**config.mk**
```make
export PLATFORM = sky130hd
export DESIGN_NAME = uart_command_receiver
export DESIGN_NICKNAME = d
export VERILOG_FILES = /design/src/rtl/uart_command_receiver.sv
export SDC_FILE = /design/constraint.sdc
export NUM_CORES = 1
export LEC_CHECK = 0
export ABC_AREA = 1
export ABC_CLOCK_PERIOD_IN_PS = 1750
export BUFFER_PORTS_ARGS = -buffer_cell sky130_fd_sc_hd__buf_2
export CORE_MARGIN = 8
export CORE_UTILIZATION = 35
export CTS_CLUSTER_SIZE = 20
export DETAILED_ROUTE_END_ITERATION = 12
export PLACE_DENSITY = 0.59
export REMOVE_ABC_BUFFERS = 1
export SLEW_MARGIN = 20
export SYNTH_ARGS = -nofsm -noshare
export SYNTH_HDL_FRONTEND = slang
export SYNTH_SLANG_ARGS = --single-unit
export TNS_END_PERCENT = 20
```
**constraint.sdc**
```tcl
create_clock -name clk -period 1.75 [get_ports clk]
set_input_delay 0.2625 -clock clk [delete_from_list [all_inputs] [get_ports clk]]
set_output_delay 0.2625 -clock clk [all_outputs]
set_load 0.005 [all_outputs]
```
**src/rtl/uart_command_receiver.sv**
```systemverilog
// Drive-command UART receiver: 8N1 deserialiser, ASCII-to-command decode, one-deep valid/ready holding register.
// Build option: define UART_RX_PARITY_EN for 8E1 frames (even parity bit before the stop bit).
module uart_command_receiver #(
    parameter int CLK_FREQ = 50_000_000,
    parameter int BAUD     = 115200
) (
    input  logic       clk,
    input  logic       reset,
    input  logic       uart_in,
    output logic [2:0] command,
    output logic       cmd_valid,
    input  logic       cmd_ready,
    output logic       framing_error,
    output logic       parity_error,
    output logic       unknown_char,
    output logic       overrun
);

    localparam int CLKS_PER_BIT = CLK_FREQ / BAUD;
    localparam int CNT_W        = $clog2(CLKS_PER_BIT) + 1;
    localparam logic [CNT_W-1:0] FULL_BIT = CNT_W'(CLKS_PER_BIT);
    localparam logic [CNT_W-1:0] HALF_BIT = CNT_W'(CLKS_PER_BIT / 2);
    localparam logic [CNT_W-1:0] CNT_ONE  = CNT_W'(1);

    // ASCII code for command gi sits in byte gi: S F B L R C T X
    localparam logic [63:0] CMD_CHARS = {8'h58, 8'h54, 8'h43, 8'h52, 8'h4C, 8'h42, 8'h46, 8'h53};

`ifdef UART_RX_PARITY_EN
    typedef enum logic [2:0] {IDLE, START, DATA, PARITY, STOP, BREAK, DECODE} state_t;
`else
    typedef enum logic [2:0] {IDLE, START, DATA, STOP, BREAK, DECODE} state_t;
`endif

    state_t           state_reg;
    logic [1:0]       sync_reg;
    logic             rx_s;
    logic [CNT_W-1:0] cnt_reg;
    logic [2:0]       bit_idx_reg;
    logic [7:0]       shift_reg;
    logic             parity_bad_reg;
    logic [2:0]       command_reg;
    logic             valid_reg;
    logic             framing_error_reg;
    logic             parity_error_reg;
    logic             unknown_char_reg;
    logic             overrun_reg;
    logic [7:0]       char_hit;
    logic             map_hit;
    logic [2:0]       map_code;

    always_ff @(posedge clk or posedge reset) begin
        if (reset) begin
            sync_reg <= 2'b11;
        end else begin
            sync_reg <= {sync_reg[0], uart_in};
        end
    end

    assign rx_s = sync_reg[1];

    genvar gi;
    generate
        for (gi = 0; gi < 8; gi++) begin : g_map
            assign char_hit[gi] = (shift_reg == CMD_CHARS[gi*8 +: 8]);
        end
    endgenerate

    always_comb begin
        map_hit  = |char_hit;
        map_code = 3'd0;
        for (int i = 0; i < 8; i++) begin
            if (char_hit[i]) begin
                map_code = 3'(i);
            end
        end
    end

    always_ff @(posedge clk or posedge reset) begin
        if (reset) begin
            state_reg         <= IDLE;
            cnt_reg           <= '0;
            bit_idx_reg       <= 3'd0;
            shift_reg         <= 8'd0;
            parity_bad_reg    <= 1'b0;
            command_reg       <= 3'd0;
            valid_reg         <= 1'b0;
            framing_error_reg <= 1'b0;
            parity_error_reg  <= 1'b0;
            unknown_char_reg  <= 1'b0;
            overrun_reg       <= 1'b0;
        end else begin
            framing_error_reg <= 1'b0;
            parity_error_reg  <= 1'b0;
            unknown_char_reg  <= 1'b0;
            overrun_reg       <= 1'b0;

            // Consumption clear comes first so a same-cycle load in DECODE overrides it
            if (valid_reg && cmd_ready) begin
                valid_reg <= 1'b0;
            end

            case (state_reg)
                IDLE: begin
                    parity_bad_reg <= 1'b0;
                    if (!rx_s) begin
                        state_reg <= START;
                        cnt_reg   <= HALF_BIT;
                    end
                end
                START: begin
                    if (cnt_reg <= CNT_ONE) begin
                        if (rx_s) begin
                            state_reg <= IDLE;
                        end else begin
                            state_reg   <= DATA;
                            cnt_reg     <= FULL_BIT;
                            bit_idx_reg <= 3'd0;
                        end
                    end else begin
                        cnt_reg <= cnt_reg - CNT_ONE;
                    end
                end
                DATA: begin
                    if (cnt_reg <= CNT_ONE) begin
                        shift_reg <= {rx_s, shift_reg[7:1]};
                        cnt_reg   <= FULL_BIT;
                        if (bit_idx_reg == 3'd7) begin
`ifdef UART_RX_PARITY_EN
                            state_reg <= PARITY;
`else
                            state_reg <= STOP;
`endif
                        end else begin
                            bit_idx_reg <= bit_idx_reg + 3'd1;
                        end
                    end else begin
                        cnt_reg <= cnt_reg - CNT_ONE;
                    end
                end
`ifdef UART_RX_PARITY_EN
                PARITY: begin
                    if (cnt_reg <= CNT_ONE) begin
                        parity_bad_reg <= (rx_s != ^shift_reg);
                        cnt_reg        <= FULL_BIT;
                        state_reg      <= STOP;
                    end else begin
                        cnt_reg <= cnt_reg - CNT_ONE;
                    end
                end
`endif
                STOP: begin
                    if (cnt_reg <= CNT_ONE) begin
                        if (!rx_s) begin
                            framing_error_reg <= 1'b1;
                            state_reg         <= BREAK;
                        end else if (parity_bad_reg) begin
                            parity_error_reg <= 1'b1;
                            state_reg        <= IDLE;
                        end else begin
                            state_reg <= DECODE;
                        end
                    end else begin
                        cnt_reg <= cnt_reg - CNT_ONE;
                    end
                end
                BREAK: begin
                    // A line stuck low must go high before another start bit counts
                    if (rx_s) begin
                        state_reg <= IDLE;
                    end
                end
                DECODE: begin
                    state_reg <= IDLE;
                    if (map_hit) begin
                        if (!valid_reg || cmd_ready) begin
                            command_reg <= map_code;
                            valid_reg   <= 1'b1;
                        end else begin
                            overrun_reg <= 1'b1;
                        end
                    end else begin
                        unknown_char_reg <= 1'b1;
                    end
                end
                default: state_reg <= IDLE;
            endcase
        end
    end

    assign command       = command_reg;
    assign cmd_valid     = valid_reg;
    assign framing_error = framing_error_reg;
    assign unknown_char  = unknown_char_reg;
    assign overrun       = overrun_reg;
`ifdef UART_RX_PARITY_EN
    assign parity_error  = parity_error_reg;
`else
    assign parity_error  = 1'b0;
`endif

endmodule

```
==> impl_metrics.tcl <==
set metrics [dict create \
    ys_async_sr_fraction 1.00 \
    ios 12 \
    synth_warnings 0 \
    wirelength_microns 3600 \
    die_y_microns 88.4 \
    cts.sinks 33 \
    fin_crit_sh 0.919 \
    place_congestion 0.871 \
    drv_slew 0 \
    critPathMaxFanout 4 \
    setup-violations-final 0 \
    grt_pass1_wl_microns 6440 \
    dp.cells 336 \
    cts_hold_buf 0 \
    antenna_found_initial 0 \
    min_period_ps 1610 \
    cts_root_buffer "clkbuf_8" \
    dpl.hpwl_microns 2660 \
    cellPowerDensity_nw_per_um2 711 \
    total_power_mw 1.53 \
    nNetsFinal 283 \
    endpoint_kind "flip-flop" \
    core_sq_um 5070 \
    start_kind "flip-flop" \
    ys_types 27 \
    drcViolationCount 0 \
    wire_per_inst_microns 10.4 \
    grt_pass1_vias 1443 \
    largest_reg_flops 10 \
    cts_tree "yes" \
    avgSynthCellArea_sq_um 7.28 \
    port_buffers 10 \
    yosysTopAreaCellShare 0.423 \
    ys_ff_latch 33 \
    grt.overflow.total 0 \
    firstDrtPassIters 5 \
    synth-seq-area-share 0.452 \
    die_area_sq_um 7810 \
    status "finished, final reports clean" \
    diodes 0 \
    track_usage 0.103 \
    h-tree-depth 2 \
    finClkSkew_ps 12.5 \
    syn_inst 252 \
    clk_pin_slew_ps 70 \
    hold_viol_final 0 \
    peakVddDrop_uv 335 \
    crit_arrival_ps 1780 \
    instances_no_fill 346 \
    synth_flop_cell "dfrtp_1" \
    start_util 0.361 \
    vias 1556 \
    synth_most_common_cell "nand2_1" \
    ys_top_cells_by_area "dfrtp_1, nand2_1, nor2_1" \
    clk_latency_ps 280 \
    critical_path_class "flip-flop to flip-flop" \
    r2r_slack_ps 140 \
    leakage_nw 1.12 \
    fmax_mhz 622 \
    vias_per_cell 4.50 \
    grt_max_degree 34 \
    synth_edf_count 0 \
    yosys.area.top_type "dfrtp_1" \
    drv_cap 0 \
    synth_area_sq_um 1830 \
    cts_buffers 5 \
    die_x_microns 88.4 \
    clockBufferDepth 2 \
    rows 26 \
    antenna_left 0 \
    drtIter0Drc 63 \
    synth_commonest_cells "nand2_1, nor2_1, dfrtp_1" \
    drive_gt1_frac 0.156 \
    cp_data_required_time_ps 1920 \
    area_growth_pct 17.6 \
    min_path_type "input pin to async pin" \
]
layer usage:
layer / vias up / GRT usage / share of wire
met5: - / 0 / 0
met4: 0 / 0.0369 / 0.015
met3: 6 / 0.0325 / 0.043
met2: 17 / 0.149 / 0.41
met1: 697 / 0.140 / 0.53
li1: 836 / - / -
repair_timing:
action | 4_1_cts | 5_1_grt
setup buffers | 0 | 2
hold endpoints to repair | 0 | 0
setup endpoints to repair | 0 | 25
gates resized for setup | 0 | 3
through the flow:
step	instance area [sq um]	setup TNS [ps]	hold slack [ps]	utilization	worst slack, ps
4_1_cts	2130	0	72.0	0.420	57.8
2_1_floorplan	1810	0	267	-	101
3_5_place_dp	2010	0	348	0.397	56.1
3_3_place_gp	2010	0	346	0.397	116
6_report	2160	0	61.6	0.425	142
5_1_grt	2160	-22.6	67.9	0.425	-22.6
power breakdown:
part / switching [mW] / total (mW) / internal [mW]
logic: 0.0199 / 0.0253 / 0.00541
registers: 0.00200 / 0.769 / 0.767
clock network: 0.275 / 0.739 / 0.464
cells in the final DEF, fill, tap and decap left out:
master	instances
a31oi_1	1
nand2_2	5
nand3_1	9
nor2_4	2
nand2_1	84
inv_1	25
nor3_1	3
xor2_1	3
buf_2	10
or2_2	1
nor2_1	37
dfstp_2	2
o211ai_1	1
nand4_1	4
a21oi_1	6
o21ai_0	14
conb_1	1
bufinv_16	1
buf_12	1
clkbuf_1	1
o21ai_1	8
nor3_4	1
ha_1	4
nor2_2	3
dfrtp_1	31
clkbuf_8	6
xnor2_1	1
inv_2	2
buf_4	8
o21ai_4	1
final timing paths:
path	startpoint	depth (start not counted)	endpoint
setup / recovery	cnt_reg[3]	9	cnt_reg[4]
max in group asynchronous	reset	3	sync_reg[1]
setup reg to reg	cnt_reg[3]	9	cnt_reg[4]
hold / removal	reset	3	shift_reg[0]
min in group clk	uart_in	1	sync_reg[0]
hold reg to reg	sync_reg[0]	0	sync_reg[1]
logic make-up (layout without fill, tap and decap cells):
family,Yosys count,in the layout,share of synthesized area
AO/OA/AOI/OAI,31,31,0.0887
XOR/XNOR,4,4,0.0191
adder cells (fa/ha/maj),4,4,0.0273
buffers and inverters,30,54,0.0682
flip-flops,33,33,0.452
other,1,1,0.00204
AND/OR/NAND/NOR,149,149,0.343
critical path, cell delays in order (launching register included):
cell and delay [ps]:
dfrtp_1 430, nor2_1 150, nand2_1 110, nor3_4 210
buf_4 170, o21ai_4 70, nand2_2 110, inv_1 90
o21ai_0 90, nand2_1 70
final cells by class:
type | count | area, sq um
fill | 540 | 2920
clock inverter | 1 | 30.0
sequential | 33 | 828
multi-input combinational | 189 | 893
clock buffer | 7 | 86.3
timing repair buffer | 19 | 130
tap | 70 | 87.6
inverter | 27 | 101
(Power assumes the default switching activity.)
